<file path="src/rtl/change_dispenser.sv">
// Coin change dispenser: latches the machine balance when the return request has been
// held for exactly kTriggerHold cycles, then pays it out greedily one coin per handshake.
module change_dispenser #(
    parameter int kTotalBits   = 31,
    parameter int kCoinValue0  = 100,
    parameter int kCoinValue1  = 500,
    parameter int kCoinValue2  = 1000,
    parameter int kTriggerHold = 2
) (
    input  logic                  clk,
    input  logic                  reset_n,
    input  logic [kTotalBits-1:0] i_return_trigger_point,
    input  logic [kTotalBits-1:0] i_current_total,
    input  logic                  i_coin_ready,
    output logic                  o_coin_valid,
    output logic [2:0]            o_return_coin,
    output logic                  o_busy,
    output logic                  o_done,
    output logic [kTotalBits-1:0] o_residue
);

    localparam logic [kTotalBits-1:0] kCoin0 = kTotalBits'(kCoinValue0);
    localparam logic [kTotalBits-1:0] kCoin1 = kTotalBits'(kCoinValue1);
    localparam logic [kTotalBits-1:0] kCoin2 = kTotalBits'(kCoinValue2);
    localparam logic [kTotalBits-1:0] kHold  = kTotalBits'(kTriggerHold);

    typedef enum logic [1:0] {
        IDLE     = 2'd0,
        DISPENSE = 2'd1,
        DONE     = 2'd2
    } state_t;

    // Initialisers give the reset values from time 0, before any clock edge.
    state_t                  state   = IDLE;
    state_t                  state_next;
    logic [kTotalBits-1:0]   balance = '0;
    logic [kTotalBits-1:0]   balance_next;
    logic [kTotalBits-1:0]   residue = '0;
    logic [kTotalBits-1:0]   residue_next;
    logic [2:0]              coin_sel;
    logic [kTotalBits-1:0]   coin_amt;

    // Largest coin not exceeding the balance; zero select means nothing can be paid.
    always_comb begin
        coin_sel = '0;
        coin_amt = '0;
        if (balance >= kCoin2) begin
            coin_sel = 3'b100;
            coin_amt = kCoin2;
        end else if (balance >= kCoin1) begin
            coin_sel = 3'b010;
            coin_amt = kCoin1;
        end else if (balance >= kCoin0) begin
            coin_sel = 3'b001;
            coin_amt = kCoin0;
        end
    end

    always_comb begin
        state_next    = state;
        balance_next  = balance;
        residue_next  = residue;
        o_coin_valid  = 1'b0;
        o_return_coin = '0;
        o_busy        = (state != IDLE);
        o_done        = 1'b0;
        case (state)
            IDLE: begin
                if (i_return_trigger_point == kHold && i_current_total != '0) begin
                    balance_next = i_current_total;
                    state_next   = DISPENSE;
                end
            end
            DISPENSE: begin
                if (coin_sel != '0) begin
                    o_coin_valid  = 1'b1;
                    o_return_coin = coin_sel;
                    if (i_coin_ready) begin
                        balance_next = balance - coin_amt;
                    end
                end else begin
                    residue_next = balance;
                    state_next   = DONE;
                end
            end
            DONE: begin
                o_done     = 1'b1;
                state_next = IDLE;
            end
            default: begin
                state_next = IDLE;
            end
        endcase
    end

    always_ff @(posedge clk) begin
        if (!reset_n) begin
            state   <= IDLE;
            balance <= '0;
            residue <= '0;
        end else begin
            state   <= state_next;
            balance <= balance_next;
            residue <= residue_next;
        end
    end

    assign o_residue = residue;

endmodule

</file>
<file path="config.mk">
export PLATFORM = sky130hd
export DESIGN_NAME = change_dispenser
export DESIGN_NICKNAME = d
export VERILOG_FILES = /design/src/rtl/change_dispenser.sv
export SDC_FILE = /design/constraint.sdc
export NUM_CORES = 1
export LEC_CHECK = 0
export ABC_AREA = 0
export CORE_ASPECT_RATIO = 0.7
export CORE_MARGIN = 2
export CORE_UTILIZATION = 57
export DETAILED_ROUTE_END_ITERATION = 8
export DONT_BUFFER_PORTS = 1
export PLACE_DENSITY_LB_ADDON = 0.15
export SLEW_MARGIN = 20
export SYNTH_ARGS = -nofsm -noshare
export SYNTH_HDL_FRONTEND = slang
export SYNTH_SLANG_ARGS = --single-unit
export TNS_END_PERCENT = 50
</file>
<file path="constraint.sdc">
create_clock -name clk -period 3.92 [get_ports clk]
set_clock_uncertainty 0.15 [all_clocks]
set_input_delay 1.176 -clock clk [delete_from_list [all_inputs] [get_ports clk]]
set_output_delay 1.176 -clock clk [all_outputs]
set_load 0.01 [all_outputs]
</file>
# Word-level counts from Yosys, hierarchy flattened
# Index checks and enable logic that the tools add are counted.
[word_totals]
inputBits = 65
output_inout_bits = 37
regBits = 64
wordCells = 42
[op_classes]
add_sub_neg = 1
reduce_logical = 9
eq_ne = 7
n_bitwise = 1
n_lt_le_gt_ge = 3
mux = 18
[ops]
columns = ["op", "count"]
rows = [
  ["two-way mux 31 bit", 3],
  ["one-hot mux 31 bit (2 select lines)", 1],
  ["== test 31 x 2 -> 1 bit (second input constant)", 1],
  [">= comparator 31 x 10 -> 1 bit (second input constant)", 1],
  [">= comparator 31 x 7 -> 1 bit (second input constant)", 1],
  [">= comparator 31 x 9 -> 1 bit (second input constant)", 1],
  ["nonzero test 31 bit", 1],
  ["subtractor 31 bit", 1],
  ["two-way mux 10 bit", 1],
  ["two-way mux 3 bit", 3],
  ["two-way mux 9 bit", 1],
  ["!= test 2 bit (second input constant)", 4],
  ["two-way mux 7 bit", 1],
  ["two-way mux 2 bit", 3],
  ["two-way mux 1 bit", 4],
  ["one-hot mux 2 bit (2 select lines)", 1],
  ["AND reduction 2 bit", 2],
  ["AND reduction 4 bit", 1],
  ["nonzero test 2 bit", 2],
  ["nonzero test 3 bit", 1],
  ["== test 2 x 1 -> 1 bit (second input constant)", 1],
  ["== test 2 bit (second input constant)", 1],
  ["logical NOT 2 bit", 1],
  ["logical AND 1 bit", 1],
  ["NOT 1 bit", 1],
]

# Longest topological paths before layout
[logic_depth]
depth_word = 8
mapped_depth = 15
ltp_nobuf = 13

# Worst setup path after synthesis
# OpenSTA, ideal clock, no wires.
[synth_timing]
kind = "register to register"
startpoint = "register balance[21]"
endpoint = "register balance[22]"
setup_slack_ns = 0.206
t_required_ns = 3.651
path_stages_with_launch = 14
n_path_buf = 1
setup_ns = 0.119
period_less_slack_ns = 3.714
t_arrival_ns = 3.445
path_cell_list = "dfxtp_1 -> or4_4 -> and4b_1 -> nand3_1 -> nor3_1 -> ha_1 -> inv_1 -> fa_1 -> a211oi_1 -> o211ai_1 -> a21oi_2 -> buf_2 -> a41oi_1 -> o221a_2"
[synth_between]
elab_chain_len = 8
elab_cells_between_ends = 16
classes_between = "add/sub (1); order compare (3); eq/ne (1); mux (9); reduce/logical (2)"
[synth_rtl]
columns = ["element", "line_no", "source"]
rows = [
  ["from (decl)", "36", "logic [kTotalBits-1:0] balance = '0;"],
  ["from (signal assigned)", "103", "balance <= balance_next;"],
  [">= comparator 31 x 7 -> 1 bit", "53", "end else if (balance >= kCoin0) begin"],
  ["two-way mux 7 bit", "53", ""],
  ["two-way mux 9 bit", "50", "end else if (balance >= kCoin1) begin"],
  ["two-way mux 10 bit", "47", "if (balance >= kCoin2) begin"],
  ["subtractor 31 bit", "79", "balance_next = balance - coin_amt;"],
  ["two-way mux 31 bit", "78", "if (i_coin_ready) begin"],
  ["two-way mux 31 bit", "75", "if (coin_sel != '0) begin"],
  ["one-hot mux 31 bit (2 select lines)", "67", "case (state)"],
]
# Several ways; a longest one is shown, not always the timed one. The select of a mux whose other input is x is not followed.
# A chain may end at the register's enable or synchronous reset.

# Worst setup path in the final report
[layout_timing]
startpoint = "register balance[21]"
endpoint = "output o_return_coin[0]"
[layout_between]
elab_chain_len = 7
elab_cells_between_ends = 9
classes_between = "order compare (3); mux (5); reduce/logical (1)"
[layout_rtl]
columns = ["element", "line_no", "source"]
rows = [
  [">= comparator 31 x 7 -> 1 bit", "53", ""],
  ["two-way mux 1 bit", "53", ""],
  ["two-way mux 2 bit", "50", ""],
  ["two-way mux 3 bit *", "47", ""],
  ["nonzero test 3 bit", "75", ""],
  ["two-way mux 3 bit *", "75", ""],
  ["two-way mux 3 bit *", "67", ""],
  ["to (decl)", "16", "output logic [2:0] o_return_coin,"],
]
# Every way passes the cells marked *; elsewhere a longest branch is shown, timed or not.

==> impl_results.md <==
- Critical Path Max Stage Delay: 0.57 ns
- TritonCTS Sinks: 64
- Clock Path Buffers: 2
- Required time of the critical path: 2.59 ns
- Sw power: 0.282 mW
- I/O pin cnt: 102
- Register area: 1280 um2
- GP Congestion: 0.973
- Routed Antenna Nets: 0
- WP data arrival: 2.47 ns
- M1 GR Usage: 40.0%
- Mapped Area: 3450 um2
- Max-cap violation count: 0
- Most Crowded Layer GR: met2
- Area contributors post-synth: dfxtp_1 37%, nor2_1 6.0%, and2_1 4.7%
- Met2 Track Usage GR: 40.5%
- GR Overflow Total: 0
- Via count: 3191
- Max Fclk: 263 MHz
- Layout cells sized above 1: 17.9%
- Remaining DRCs: 0
- Clock transition at path regs: 0.07 ns
- CP startpoint: balance[21]
- Peak supply drop: 206 uV
- Slowest cell on crit path: or4_4
- Number of buffers created by CTS: 9
- Leak: 1.42 nW
- Synthesized area per cell: 8.53 um2
- Vias in the first global route: 3013
- Worst setup EP type: output pin
- Worst r2r dst: balance[24]
- Clock Power Share: 46.1%
- DR WL/cell: 18.8 um
- Slew of the pin with the lowest slew margin: 0.768 ns
- Hold/Removal Path Class: register to register
- Initial DRC count: 186
- Sequential share of power: 51.8%
- Area delta synth->final: 12.9%
- Outcome: finished, final reports clean
- H-tree levels: 3
- Starting Density: 59.7%
- Final Max Slew Viols: 0
- Mapped Cells: 405
- Sequential cell area fraction in the yosys report: 37.1%
- Root buffer cell: clkbuf_8
- Die area: 6710 um2
- GRT Overall Usage: 27.9%
- Pint: 0.973 mW
- Top_reg_cell synth: dfxtp_1
- CP Cell Sequence: or4_4 -> and4b_2 -> nand3_2 -> or3_1 -> nor3_1
- CTS tree: built
- Largest net degree at the start of global routing: 35
- Grt met3 use: 9.33%
- Critical Path Start Type: register
- Core area: 5780 um2
- Placed Instance Area: 3620 um2
- Power per cell area: 322 nW/um2
- Worst reg2reg path depth: 13
- Asr flop ratio synth: 0%
- Critical path class: register to output pin
- Fin crit share: 96.9%
- Wire length of the first global-routing pass: 15100 um
- Area taken by multi-input logic gates: 2050 um2
- Yosys cell types: 62
- Post-layout min period: 3.80 ns
- Combinational power share: 2.1%
- Die Y: 69.1 um
- R2R Path Start: balance[21]
- Hold Path Cell Cnt: 2
- Final core utilization: 67.4%
- R2R setup slack: 0.13 ns
- Routed wire length: 9370 um
- End point of the critical path: o_return_coin[0]
- EDFF count, synth: 0
- Initial antenna violation count: 0
- Final setup violation count: 0
- Synth area leader: dfxtp_1
- Syn Nets: 479
- Yosys reg bits: 64
- PortBufs: 0
- Synth top area share: 37.1%
- Nets: 493
- Post-route cell area: 3900 um2
- Clock latency on the worst-skew pair: 0.35 ns
- Fillcell total: 472
- DP HPWL: 6880 um
- Sw frac: 22.5%
- # diodes: 0
- Relative slew margins: 48.3%
- DR pass1 iterations: 5
- Crit-path max FO: 5
- Synth Warn #: 0
- Final hold violation count: 0
- Via density: 6.39
- Row count: 23
- Die X: 97.1 um
[per-stage QoR]
stage / std cells / worst slack, ns / setup TNS, ns / power [mW] / hold slack (ns)
2_1_floorplan: 405 / 0.206 / 0 / 0.687 / 0.305
3_3_place_gp: 479 / 0.111 / 0 / 0.690 / 0.326
3_5_place_dp: 479 / -0.0202 / -0.0202 / 0.691 / 0.332
4_1_cts: 495 / 0.00103 / 0 / 1.26 / 0.353
5_1_grt: 499 / -0.00121 / -0.00229 / 1.29 / 0.372
6_report: 499 / 0.121 / 0 / 1.25 / 0.351
[worst max-delay path, delay by kind of cell (launching register included)]
| family | cells | cell delay [ns] |
|---|---|---|
| simple gates | 5 | 1.78 |
| flops | 1 | 0.35 |
[timing repair]
action                                  CTS  global route
resized for setup                         2            11
pin swaps                                 0             6
buffers inserted                          0             4
endpoints found under the setup margin    5            16
hold buffers                              0             0
[placed cells by master, fill, tap and decap left out, types with 9 or more instances in the layout]
| master | instances |
|---|---|
| dfxtp_1 | 64 |
| nor2_1 | 55 |
| and2_1 | 26 |
| buf_4 | 25 |
| nand2_1 | 23 |
| o21ai_0 | 19 |
| a21oi_1 | 18 |
| nor4_1 | 16 |
| inv_1 | 11 |
| nor3_1 | 10 |
| nand3_1 | 10 |
| clkbuf_8 | 10 |
| a31oi_1 | 9 |
| mux2i_1 | 9 |
[sequential cells by signal (all words and copies together) (netlist names)]
signal and flops:
state 2, o_residue 31, balance 31
[power by group through the flow]
stage	Combinational, mW	Sequential, mW	Clock (mW)
3_5_place_dp	0.0258	0.665	0
4_1_cts	0.0259	0.650	0.586
6_report	0.0259	0.650	0.579
5_1_grt	0.0285	0.649	0.611
2_1_floorplan	0.0222	0.665	0
3_3_place_gp	0.0253	0.665	0
[layout make-up]
cell class,instances,area share (%)
clock buffers,10,3.53
flip-flops and latches,64,32.9
inverters,11,1.06
multi-input cells,306,52.6
clock inverters,6,1.73
well taps,75,2.41
repair buffers,27,5.84
[worst min path at each step]
| stage | start | slack [ns] | end |
|---|---|---|---|
| finish | balance[1] | 0.35 | o_residue[1] |
| global route | balance[24] | 0.37 | balance[24] |
| CTS | balance[30] | 0.35 | balance[30] |
| detailed placement | balance[30] | 0.33 | balance[30] |
| global placement | balance[0] | 0.33 | balance[0] |
| floorplan | balance[24] | 0.31 | balance[24] |
[per-layer routing]
layer  up-vias  part of all wire, %
li1       1534                    -
met1      1461                   45
met2       178                   42
met3        18                   11
met4         0                  1.4
met5         -                    0
[synthesized netlist by cell type, types with 3 or more instances]
master     n
clkbuf_1  14
nand4_1    5
and4_1     3
or3_1      5
buf_6      3
a211oi_1   8
xnor2_1    3
a311oi_2   5
ha_1       8
o211ai_1   5
o221a_2    4
mux2i_1    9
nor4_1    16
and2_1    26
and3_1     6
buf_2      6
o21ai_0   20
nand3_1   11
dfxtp_1   64
a31oi_1    9
a21o_1     3
nor3_1    12
nand2_1   24
a41oi_1    4
nand2b_1   5
a22oi_1    3
a21oi_1   19
nor2_1    55
o22ai_1    3
inv_1     11
[kinds of logic after synthesis]
family                   count (synthesis)  share of synthesized area [%]
adder cells (fa/ha/maj)                  9                           3.48
XOR/XNOR                                 3                          0.761
AO/OA/AOI/OAI                          104                           23.6
buffers and inverters                   35                           4.78
AND/OR/NAND/NOR                        180                           27.4
flip-flops                              64                           37.1
multiplexers                            10                           2.93
Note: power is estimated with default switching activity, not from simulation.
